### src/rtl/tis_port_fifo.sv
// tis_port_fifo: blocking-handshake word FIFO between node ports with saturating stall counters
module tis_port_fifo #(
  parameter int WIDTH = 8,
  parameter int DEPTH = 4,
  parameter int CW    = $clog2(DEPTH) + 1
) (
  input  logic             clk,
  input  logic             reset,
  input  logic             wr_valid,
  input  logic [WIDTH-1:0] wr_data,
  output logic             wr_ack,
  input  logic             rd_req,
  output logic             rd_valid,
  output logic [WIDTH-1:0] rd_data,
  output logic [CW-1:0]    count,
  output logic             full,
  output logic             empty,
  output logic [15:0]      wr_stall_cnt,
  output logic [15:0]      rd_stall_cnt
);
  localparam int AW = $clog2(DEPTH);
  localparam logic [0:0] IDLE = 1'b0, ACK = 1'b1;
  logic [WIDTH-1:0] mem [DEPTH];
  logic [AW-1:0] wp, rp;
  logic [0:0] state;
  logic push, pop, wrStall, rdStall;
  assign full = count == CW'(DEPTH);
  assign empty = count == '0;
  assign rd_valid = ~empty;
  assign rd_data = empty ? '0 : mem[rp];
  assign wr_ack = state == ACK;
  assign push = state == IDLE && wr_valid && !full;
  assign pop = rd_req && rd_valid;
  assign wrStall = state == IDLE && wr_valid && full;
  assign rdStall = rd_req && empty;
  always_ff @(posedge clk)
    if (reset && push) mem[wp] <= wr_data;
  always_ff @(posedge clk) begin
    if (!reset) begin
      wp <= '0;
      rp <= '0;
      count <= '0;
      state <= IDLE;
      wr_stall_cnt <= '0;
      rd_stall_cnt <= '0;
    end else begin
      wp <= wp + AW'(push);
      rp <= rp + AW'(pop);
      count <= count + CW'(push) - CW'(pop);
      state <= push ? ACK : IDLE;
      wr_stall_cnt <= wr_stall_cnt + 16'(wrStall && wr_stall_cnt != 16'hFFFF);
      rd_stall_cnt <= rd_stall_cnt + 16'(rdStall && rd_stall_cnt != 16'hFFFF);
    end
  end
endmodule

### config.mk
export PLATFORM = sky130hd
export DESIGN_NAME = tis_port_fifo
export DESIGN_NICKNAME = d
export VERILOG_FILES = /design/src/rtl/tis_port_fifo.sv
export SDC_FILE = /design/constraint.sdc
export NUM_CORES = 1
export LEC_CHECK = 0
export CORE_ASPECT_RATIO = 1.5
export CORE_MARGIN = 10
export CORE_UTILIZATION = 45
export DETAILED_ROUTE_END_ITERATION = 10
export PLACE_DENSITY = 0.71
export RECOVER_POWER = 25
export SKIP_LAST_GASP = 1
export SLEW_MARGIN = 30
export SYNTH_ARGS = -nofsm -noshare
export SYNTH_HDL_FRONTEND = slang
export SYNTH_SLANG_ARGS = --single-unit
### constraint.sdc
create_clock -name clk -period 6 [get_ports clk]
set_input_delay 1.5 -clock clk [delete_from_list [all_inputs] [get_ports clk]]
set_output_delay 1.5 -clock clk [all_outputs]
set_load 0.05 [all_outputs]
-- After elaboration in Yosys (flattened, before gate mapping)
Memory sizes are Yosys's and may differ from the RTL's. A register that Yosys moved wholly into a read port is not among the register bits.
Index checks and enable logic that the tools add are counted.
- $add $sub $neg: 6
- eq/ne operators: 3
- mux-type cells: 5
- bitwise gates (word level): 2
- reductions and logical operators: 10
- operator list (operator ; count):
    16-bit by 1-bit adder with 16-bit output ; 2
    16-bit != test (second input constant) ; 2
    1-bit logical AND ; 8
    8-bit two-way mux ; 1
    2-bit by 1-bit adder with 2-bit output ; 2
    3-bit by 1-bit adder with 3-bit output ; 1
    3-bit == test (second input constant) ; 1
    3-bit zero test ; 1
    1-bit two-way mux ; 3
    3-bit by 1-bit subtractor with 3-bit output ; 1
    2-bit two-way mux ; 1
    1-bit inverter ; 2
    1-bit zero test ; 1
- register bits after elaboration: 40
- RAM bits: 32
- memories kept: 1
- memories (name ; depth ; width ; rd ports ; clocked after Yosys merged registers in ; write ports ; line ; source):
    mem ; 4 ; 8 ; 1 ; 1 ; 1 ; 23 ; logic [WIDTH-1:0] mem [DEPTH];

-- Logic depth before layout (Yosys ltp)
Gate-level depths: netlist (run 1).
- depth in word-level cells: 6
- mapped depth: 11
- gate-level depth less buffers: 10

-- Worst setup path before layout (run 1)
Ideal clock, no wire load.
- path type: flip-flop to output port
- from: register count[1]
- to: output rd_data[1]
- arrival: 2059 ps
- required time: 4500 ps
- slack: 2441 ps
- cell stages (with the launch flop): 4
- path buffers: 1
- cells stage by stage: dfxtp_1 nor3_1 clkbuf_1 nor2b_1
- longest elaborated chain between the ends: 2
- ends and longest elaborated chain (what ; line ; source):
    start: declaration ; 15 ; output logic [CW-1:0] count,
    start signal: assignment ; 49 ; count <= count + CW'(push) - CW'(pop);
    3-bit zero test ; 28 ; assign empty = count == '0;
    named net empty ; 17 ; output logic empty,
    8-bit two-way mux ; 30 ; assign rd_data = empty ? '0 : mem[rp];
    end: declaration ; 14 ; output logic [WIDTH-1:0] rd_data,
The timed path passes the listed nets, and every way through them passes these cells.

==> results of run 1 <==
[cell families (layout without fill, tap and decap cells)]
family,after synthesis,after routing,synth area share
AND/OR/NAND/NOR,105,105,0.191
buffers and inverters,18,87,0.0230
XOR/XNOR,25,25,0.0718
adder cells (fa/ha/maj),11,11,0.0476
multiplexers,9,9,0.0623
AO/OA/AOI/OAI,13,13,0.0267
flip-flops,72,72,0.578
[cell usage after synthesis, types with 2 or more instances]
cell type  number
and2_1          9
nand2_1        11
nor2b_1         9
inv_1           9
buf_2           2
ha_1           10
xnor2_1        12
nand4_1         9
clkbuf_1        4
buf_1           2
and4_1          5
xor2_1         13
edfxtp_1       32
o21ai_0         3
nand2b_1        3
dfxtp_1        40
or3_1           2
nor2_1         27
a21oi_1         4
o31ai_1         2
nor3_1          5
nor4_1          2
nand3_1        10
nor3b_1         4
and3_1          4
mux4_2          8
[registers in the layout, summed over array words and instances, names as in the netlist]
| signal | flops |
|---|---|
| rp | 2 |
| wr_stall_cnt | 16 |
| count | 3 |
| rd_stall_cnt | 16 |
| mem | 32 |
| wr_ack | 1 |
| wp | 2 |
[worst max-delay path by stage]
stage	start	end	slack, ns	depth (start not counted)
floorplan	count[1]	rd_data[1]	2.44	3
global placement	wr_valid	mem[1][3]	2.05	4
detailed placement	wr_valid	count[2]	2.18	10
CTS	rp[0]	rd_data[6]	1.90	3
global route	rp[0]	rd_data[6]	1.83	3
finish	rp[0]	rd_data[6]	1.99	3
[tightest hold or removal path, cell delays in order, from the launching register on]
cell     delay [ns]
dfxtp_1        0.34
o31ai_1        0.07
a21oi_1        0.06
[layout make-up]
class	instances	area, um^2	area share
timing repair buffer	61	603	0.152
clock inverter	7	110	0.0278
multi-input combinational	163	1220	0.309
inverter	10	37.5	0.00949
sequential	72	1760	0.445
tap	76	95.1	0.0240
clock buffer	9	124	0.0313
[metal layers]
metal / GRT usage / vias up
li1: - / 1033
met5: 0 / -
met3: 0.0417 / 6
met2: 0.216 / 56
met4: 0.0480 / 0
met1: 0.131 / 1024
[per-stage QoR]
step	total power (W)	utilization	instances	hold slack (ns)
final	0.00149	0.606	398	0.507
after global placement	0.00107	0.569	382	0.490
after detailed placement	0.00107	0.570	382	0.500
after floorplan	0.000911	-	253	0.525
after global routing	0.00156	0.606	398	0.535
after CTS	0.00152	0.606	398	0.509
[power by group]
group / leakage, nW / total, W / internal, W / switching [W]
sequential: 0.614 / 0.000585 / 0.000545 / 0.0000403
combinational: 0.661 / 0.000465 / 0.000180 / 0.000285
clock: 0.116 / 0.000443 / 0.000244 / 0.000199
total: 1.39 / 0.00149 / 0.000969 / 0.000525
==> metrics.yaml, run 1 <==
outcome: "finished clean"
tns_ns: 0
cp.arrival_ns: 2.51
rr_endpoint: "rd_stall_cnt[12]"
initial_utilization: 0.467
cts-resized-gates: 0
nets: 340
ant_nets: 0
wl_per_cell_um: 16.1
r2r_slack_ns: 3.57
dieHeight_um: 121
cts_tree: "yes"
core_um2: 6530
n_fill_cell: 549
diodes: 0
cp_slowest_cell: "clkdlybuf4s50_1"
synth.largest_area_cell: "edfxtp_1"
dp_hpwl_um: 4680
yosysSeqAreaShare: 0.578
portBuffers: 58
synth-edff-count: 32
h-tree-depth: 3
setup_viol: 0
post-route-cell-area_um2: 3960
dpl-instance-area_um2: 3720
antenna_found_initial: 0
dieArea_um2: 10500
drcViolationCount: 0
finalCritPeriodShare: 0.668
clk_path_buf_depth: 2
max-cap-violations: 0
critPathMaxStageDelay_ns: 0.71
synth.avg_cell_area_um2: 12.1
postCtsHoldBufs: 0
critical_path.cell_chain: "mux4_2 -> nor2b_1 -> clkdlybuf4s50_1"
final-hold-violation-count: 0
gp_congestion: 0.788
numClockSinks: 72
p_leak_nw: 1.39
cp_data_required_time_ns: 4.50
rsz0062_at_grt: "false"
layout_common_cells: "clkdlybuf4s50_1 (48), dfxtp_1 (40), edfxtp_1 (32), nor2_1 (27), xor2_1 (13)"
grt_util_all_layers: 0.123
preCtsSetupSlack_ns: 2.18
synth-seq-cells: 72
netlist_top_cells_area: "edfxtp_1 (32%), dfxtp_1 (26%), mux4_2 (5.9%)"
drt-met1-wl_um: 2510
drt_iter0_drc: 60
fmax_mhz: 250
crit_fanout: 9
numCtsBuffers: 9
hold_path_depth: 2
drive_gt1_frac: 0.0994
crit_path_end_kind: "output pin"
clk_latency_ns: 0.34
layout_commonest_cell: "clkdlybuf4s50_1"
tightestPinTransition_ns: 0.665
finalClockSkew_ns: 0.00942
grt_max_degree: 29
reg2reg_from: "rd_stall_cnt[4]"
hold_path_startpoint: "wr_stall_cnt[14]"
dr.pass1.iters: 4
syn_area_um2: 3050
slew_viol_final: 0
crit_path_start_kind: "register"
io_pins: 59
synth.yosys.warnings: 0
vias_per_cell: 5.32
post-route-min-period_ns: 4.01
vias: 2119
synthCells: 253
path_clk_slew_ns: 0.08
cts_setup_buffers: 0
setup_slack_ns: 1.99
rr_worst_depth: 10
synth-main-ff-cell: "dfxtp_1"
relSlewSlack: 0.555
power_density_nw_per_um2: 378
hold_path_class: "reg2reg"
crit_type: "reg2out"
grt_pass1_wl_um: 10300
syn_nets: 276
grt_overflow: 0
syn2layout_area_growth_pct: 29.7
synth.distinct_cells: 38
wl_met2_um: 3410
num_rows: 36
crit_buf_inv: 1
synth_top_area_share: 0.315
totalWireLength_um: 6420
synthArstFlopShare: 0
die_width_um: 87.2
whs_endpoint: "wr_stall_cnt[14]"
grt_pass1_vias: 2066
top_layer: "met4"
wl_met3_um: 399
path_delay_family: "buffers and inverters"
cts.root.buffer_cell: "clkbuf_8"
irDropWorstVdd_mv: 0.217
Note: power is estimated with default switching activity, not from simulation.
==> inputs of run 2 (changes only) <==
PLACE_DENSITY = 0.74   (was 0.71)
clock period = 3.4 ns   (was 6 ns; I/O delays follow)
==> metrics.yaml, run 2 (same netlist as run 1, synthesis figures left out) <==
numCtsBuffers: 9  # unchanged
core_um2: 6530  # unchanged
irDropWorstVdd_mv: 0.372  # +71%
top_regs: "mem (32), rd_stall_cnt (16), wr_stall_cnt (16)"
hold_path_startpoint: "wr_stall_cnt[15]"
antenna_found_initial: 0  # unchanged
dp.cells: 384  # +0.52%
crit_path_start_kind: "primary input"
grt_pass1_vias: 2172  # +5.1%
cts-resized-gates: 0  # unchanged
initial_utilization: 0.467  # unchanged
grt_max_degree: 29  # unchanged
pwr-share-clk: 0.243  # -0.054
crit_path_start: "wr_valid"
p_sw_frac: 0.372  # +0.0205
crit_type: "in2reg"
dieArea_um2: 10500  # unchanged
power_density_nw_per_um2: 625  # +65%
syn2layout_area_growth_pct: 27.4
setup_viol: 0  # unchanged
dp_hpwl_um: 4560  # -2.4%
cts_tree: "yes"
totalWireLength_um: 6310  # -1.7%
rsz0062_at_grt: "false"
dieHeight_um: 121  # unchanged
rr_worst_depth: 10  # unchanged
reg2reg_from: "rd_stall_cnt[4]"
finalCritPeriodShare: 0.832
numClockSinks: 72  # unchanged
ant_nets: 0  # unchanged
fmax_mhz: 353
nets: 342  # +0.59%
grt_util_all_layers: 0.127  # +0.00335
fin_cells: 400  # +0.50%
num_rows: 36  # unchanged
finalClockSkew_ns: 0.0131  # +0.00367 ns
cp_data_required_time_ns: 3.61  # -0.89 ns
largest_reg_flops: 32  # unchanged
cts.root.buffer_cell: "clkbuf_8"
cp.arrival_ns: 3.03  # +0.52 ns
p_leak_nw: 1.38  # -0.60%
pwr-share-seq: 0.426  # +0.034
h-tree-depth: 3  # unchanged
crit_path_end_kind: "register"
clk_path_buf_depth: 2  # unchanged
crit_end: "count[2]"
io_pins: 59  # unchanged
max-cap-violations: 0  # unchanged
post-route-min-period_ns: 2.83
portBuffers: 58  # unchanged
final-hold-violation-count: 0  # unchanged
diodes: 0  # unchanged
crit_fanout: 3  # -6
grt_overflow: 0  # unchanged
gp_congestion: 0.806  # +2.2%
layout_commonest_cell: "dfxtp_1"
vias_per_cell: 5.24  # -1.6%
dr.pass1.iters: 4  # unchanged
clk_latency_ns: 0.34  # about the same
p_switching_w: 0.000903  # +72%
vias: 2096  # -1.1%
hold_path_class: "reg2reg"
tightestPinTransition_ns: 0.612  # -0.0525 ns
r2r_slack_ns: 0.97  # -2.60 ns
tns_ns: 0  # unchanged
drcViolationCount: 0  # unchanged
cts_setup_buffers: 0  # unchanged
rr_endpoint: "rd_stall_cnt[12]"
postCtsHoldBufs: 0  # unchanged
p_int_w: 0.00153  # +57%
drt_iter0_drc: 93  # +55%
largest_register: "mem"
wl_per_cell_um: 15.8  # -2.2%
outcome: "finished clean"
die_width_um: 87.2  # unchanged
path_clk_slew_ns: 0.07  # about the same
grt_pass1_wl_um: 10700  # +3.4%
slew_viol_final: 0  # unchanged
layout_common_cells: "dfxtp_1 (40), clkdlybuf4s50_1 (39), edfxtp_1 (32), nor2_1 (27), buf_4 (14)"
drive_gt1_frac: 0.133  # +0.0333
relSlewSlack: 0.591  # +0.0364
p_comb_frac: 0.331  # +0.020
n_fill_cell: 550  # +0.18%
==> run 2: cell count changes in the layout (fill, tap and decap cells not counted), sizes merged <==
cell           before  now
bufinv              2    0
clkdlybuf4s50      48   39
clkinvlp            1    3
inv                14   11
clkinv              0    3
buf                 3   14
==> run 2: area by class of cell <==
type | instances | area (um^2) | area share
repair buffers | 63 | 596 | 0.153
flip-flops and latches | 72 | 1760 | 0.453
inverters | 10 | 37.5 | 0.00966
clock inverters | 7 | 47.5 | 0.0122
well taps | 76 | 95.1 | 0.0245
clock buffers | 9 | 124 | 0.0319
multi-input cells | 163 | 1220 | 0.315
==> run 2: worst max-delay path: stages <==
cell and delay (ns):
dlygate4sd3_1 0.54, nor3b_1 0.32, inv_1 0.08, ha_1 0.28, inv_1 0.04, ha_1 0.18, fa_1 0.38, xnor2_1 0.17
xnor2_1 0.14, nor2_1 0.05
==> run 2: per-stage QoR <==
| stage | total power (W) | util | instance area, um^2 | hold slack, ns | setup WS (ns) |
|---|---|---|---|---|---|
| 2_1_floorplan | 0.00161 | - | 3060 | 0.525 | 0.404 |
| 3_3_place_gp | 0.00186 | 0.569 | 3710 | 0.489 | 0.347 |
| 3_5_place_dp | 0.00188 | 0.569 | 3710 | 0.504 | 0.281 |
| 4_1_cts | 0.00247 | 0.595 | 3880 | 0.515 | 0.527 |
| 5_1_grt | 0.00256 | 0.595 | 3880 | 0.532 | 0.358 |
| 6_report | 0.00243 | 0.595 | 3880 | 0.508 | 0.571 |
==> run 2: metal layers <==
layer / wire length [um] / track usage / up-vias
met4: 138 / 0.0660 / 0
met2: 3290 / 0.216 / 49
met3: 398 / 0.0336 / 10
met1: 2480 / 0.139 / 999
met5: 0 / 0 / -
li1: - / - / 1038
==> run 2: worst min-delay path by stage <==
stage | cells past startpoint | slack (ns) | endpoint
2_1_floorplan | 2 | 0.52 | wp[1]
3_3_place_gp | 2 | 0.49 | wr_stall_cnt[14]
3_5_place_dp | 2 | 0.50 | rd_stall_cnt[14]
4_1_cts | 2 | 0.52 | wr_stall_cnt[14]
5_1_grt | 2 | 0.53 | wr_stall_cnt[14]
6_report | 2 | 0.51 | wr_stall_cnt[15]
==> run 2: power groups by stage <==
| stage | Clock [W] | Combinational (W) | Sequential, W |
|---|---|---|---|
| after global routing | 0.000653 | 0.000863 | 0.00105 |
| after global placement | 0 | 0.000808 | 0.00105 |
| final | 0.000590 | 0.000804 | 0.00103 |
| after CTS | 0.000607 | 0.000822 | 0.00104 |
| after floorplan | 0 | 0.000515 | 0.00110 |
| after detailed placement | 0 | 0.000820 | 0.00106 |
==> inputs of run 3 (changes only) <==
PLACE_DENSITY = 0.71   (was 0.74)
clock period = 2.7 ns   (was 3.4 ns; I/O delays follow)
==> metrics.yaml, run 3 (same netlist as run 1, synthesis figures left out) <==
cp.arrival_ns: 2.71  # -0.32 ns
final-hold-violation-count: 0  # unchanged
vias: 2109  # +0.62%
numClockSinks: 72  # unchanged
reg2reg_from: "count[1]"
core_um2: 6530  # unchanged
crit_fanout: 2  # -1
syn2layout_area_growth_pct: 29.8
critPathMaxStageDelay_ns: 0.47  # -0.07 ns
wl_per_cell_um: 15.6  # -1.4%
dieArea_um2: 10500  # unchanged
postCtsHoldBufs: 0  # unchanged
dp_hpwl_um: 4720  # +3.3%
drive_gt1_frac: 0.148  # +0.0158
numCtsBuffers: 9  # unchanged
largest_reg_flops: 32  # unchanged
p_int_w: 0.00201  # +32%
num_rows: 36  # unchanged
dieHeight_um: 121  # unchanged
max-cap-violations: 0  # unchanged
r2r_slack_ns: 0.31  # -0.66 ns
crit_path_end_kind: "register"
clk_latency_ns: 0.35  # about the same
p_comb_frac: 0.353  # +0.022
crit_type: "in2reg"
top_regs: "mem (32), rd_stall_cnt (16), wr_stall_cnt (16)"
gp_congestion: 0.807  # +0.17%
p_leak_nw: 1.43  # +3.3%
hold_path_startpoint: "wr_stall_cnt[14]"
grt_pass1_vias: 2143  # -1.3%
finalCritPeriodShare: 0.928
post-route-min-period_ns: 2.51
n_fill_cell: 544  # -1.1%
cts-resized-gates: 0  # unchanged
nets: 348  # +1.8%
grt_max_degree: 29  # unchanged
hold_path_class: "reg2reg"
preCtsSetupSlack_ns: -0.177  # -0.458 ns
die_width_um: 87.2  # unchanged
rr_worst_depth: 10  # unchanged
antenna_found_initial: 0  # unchanged
layout_common_cells: "dfxtp_1 (40), clkdlybuf4s50_1 (39), edfxtp_1 (32), nor2_1 (27), buf_4 (17)"
post-route-util: 0.606  # +0.0113
totalWireLength_um: 6320  # +0.13%
irDropWorstVdd_mv: 0.570  # +53%
slew_viol_final: 0  # unchanged
io_pins: 59  # unchanged
cp_slowest_cell: "clkdlybuf4s50_1"
path_clk_slew_ns: 0.08  # about the same
cts_tree: "yes"
diodes: 0  # unchanged
power_w: 0.00318  # +31%
ant_nets: 0  # unchanged
outcome: "finished clean"
drcViolationCount: 0  # unchanged
cts.root.buffer_cell: "clkbuf_8"
setup_slack_ns: 0.194  # -0.377 ns
portBuffers: 58  # unchanged
setup_viol: 0  # unchanged
dr.pass1.iters: 4  # unchanged
initial_utilization: 0.467  # unchanged
pwr-share-seq: 0.400  # -0.026
p_switching_w: 0.00118  # +30%
hold_path_depth: 2  # unchanged
fmax_mhz: 399
cts_setup_buffers: 0  # unchanged
critical_path.cell_chain: "clkdlybuf4s50_1 -> nor3b_1 -> inv_1 -> ha_1 -> inv_1 -> ha_1 -> fa_1 -> xnor2_1 -> xnor2_1 -> nor2_1"
relSlewSlack: 0.653  # +0.0616
vias_per_cell: 5.19  # -0.87%
power_density_nw_per_um2: 804  # +29%
crit_path_start_kind: "primary input"
drt_iter0_drc: 94  # +1.1%
rsz0062_at_grt: "false"
clk_path_buf_depth: 2  # unchanged
path_delay_family: "adder cells"
cp_data_required_time_ns: 2.91  # -0.70 ns
crit_buf_inv: 3  # unchanged
grt_pass1_wl_um: 10500  # -1.7%
layout_commonest_cell: "dfxtp_1"
hold_slack_ns: 0.511  # +0.00303 ns
tightestPinTransition_ns: 0.519  # -0.0932 ns
whs_endpoint: "wr_stall_cnt[14]"
rr_endpoint: "count[2]"
grt_overflow: 0  # unchanged
h-tree-depth: 3  # unchanged
p_sw_frac: 0.370  # -0.00184
grt_util_all_layers: 0.125  # -0.00187
largest_register: "mem"
finalClockSkew_ns: 0.0138  # +0.000737 ns
pwr-share-clk: 0.246  # +0.003
tns_ns: 0  # unchanged
## run 3: changes by cell type in the layout (fill, tap and decap cells not counted), moves of 2 or more
cell | before | now
buf_4 | 14 | 17
clkinv_2 | 2 | 0
inv_6 | 1 | 3
buf_12 | 0 | 2
clkbuf_4 | 0 | 2
## run 3: power by group through the flow
stage | registers, W | clock network (W) | logic, W
6_report | 0.00128 | 0.000785 | 0.00112
5_1_grt | 0.00129 | 0.000859 | 0.00120
4_1_cts | 0.00128 | 0.000807 | 0.00115
3_5_place_dp | 0.00130 | 0 | 0.00115
3_3_place_gp | 0.00130 | 0 | 0.00114
2_1_floorplan | 0.00138 | 0 | 0.000659
## run 3: metrics by stage
stage,area (um^2),instances
after floorplan,3070,253
after global placement,3790,390
after detailed placement,3790,390
after CTS,3970,406
after global routing,3960,406
final,3960,406
## run 3: worst min-delay path, delay by kind of cell, from the launching register on
kind,cells,cell delay [ns]
flops,1,0.34
compound gates,2,0.13
## run 3: area by class of cell
cell class	instances	area, um^2	share of cell area
Clock buffer	9	124	0.0313
Timing Repair Buffer	69	663	0.168
Multi-Input combinational cell	163	1220	0.308
Sequential cell	72	1760	0.445
Clock inverter	7	60.1	0.0152
Tap cell	76	95.1	0.0240
Inverter	10	37.5	0.00948
## run 3: worst max-delay path by stage
stage                   from          endpoint  cells after the start
floorplan           count[2]  wr_stall_cnt[14]                      7
detailed placement  wr_valid          count[2]                     10
global placement    wr_valid          count[2]                     10
CTS                 wr_valid          count[2]                     10
finish              wr_valid          count[2]                     10
global route        wr_valid          count[2]                     10
## run 3: per-layer routing
layer  vias to the layer above  GRT usage  share of wire
li1                       1049          -              -
met2                        46      0.222           0.52
met3                         7     0.0363          0.059
met4                         0     0.0450          0.013
met1                      1007      0.135           0.40
met5                         -          0              0
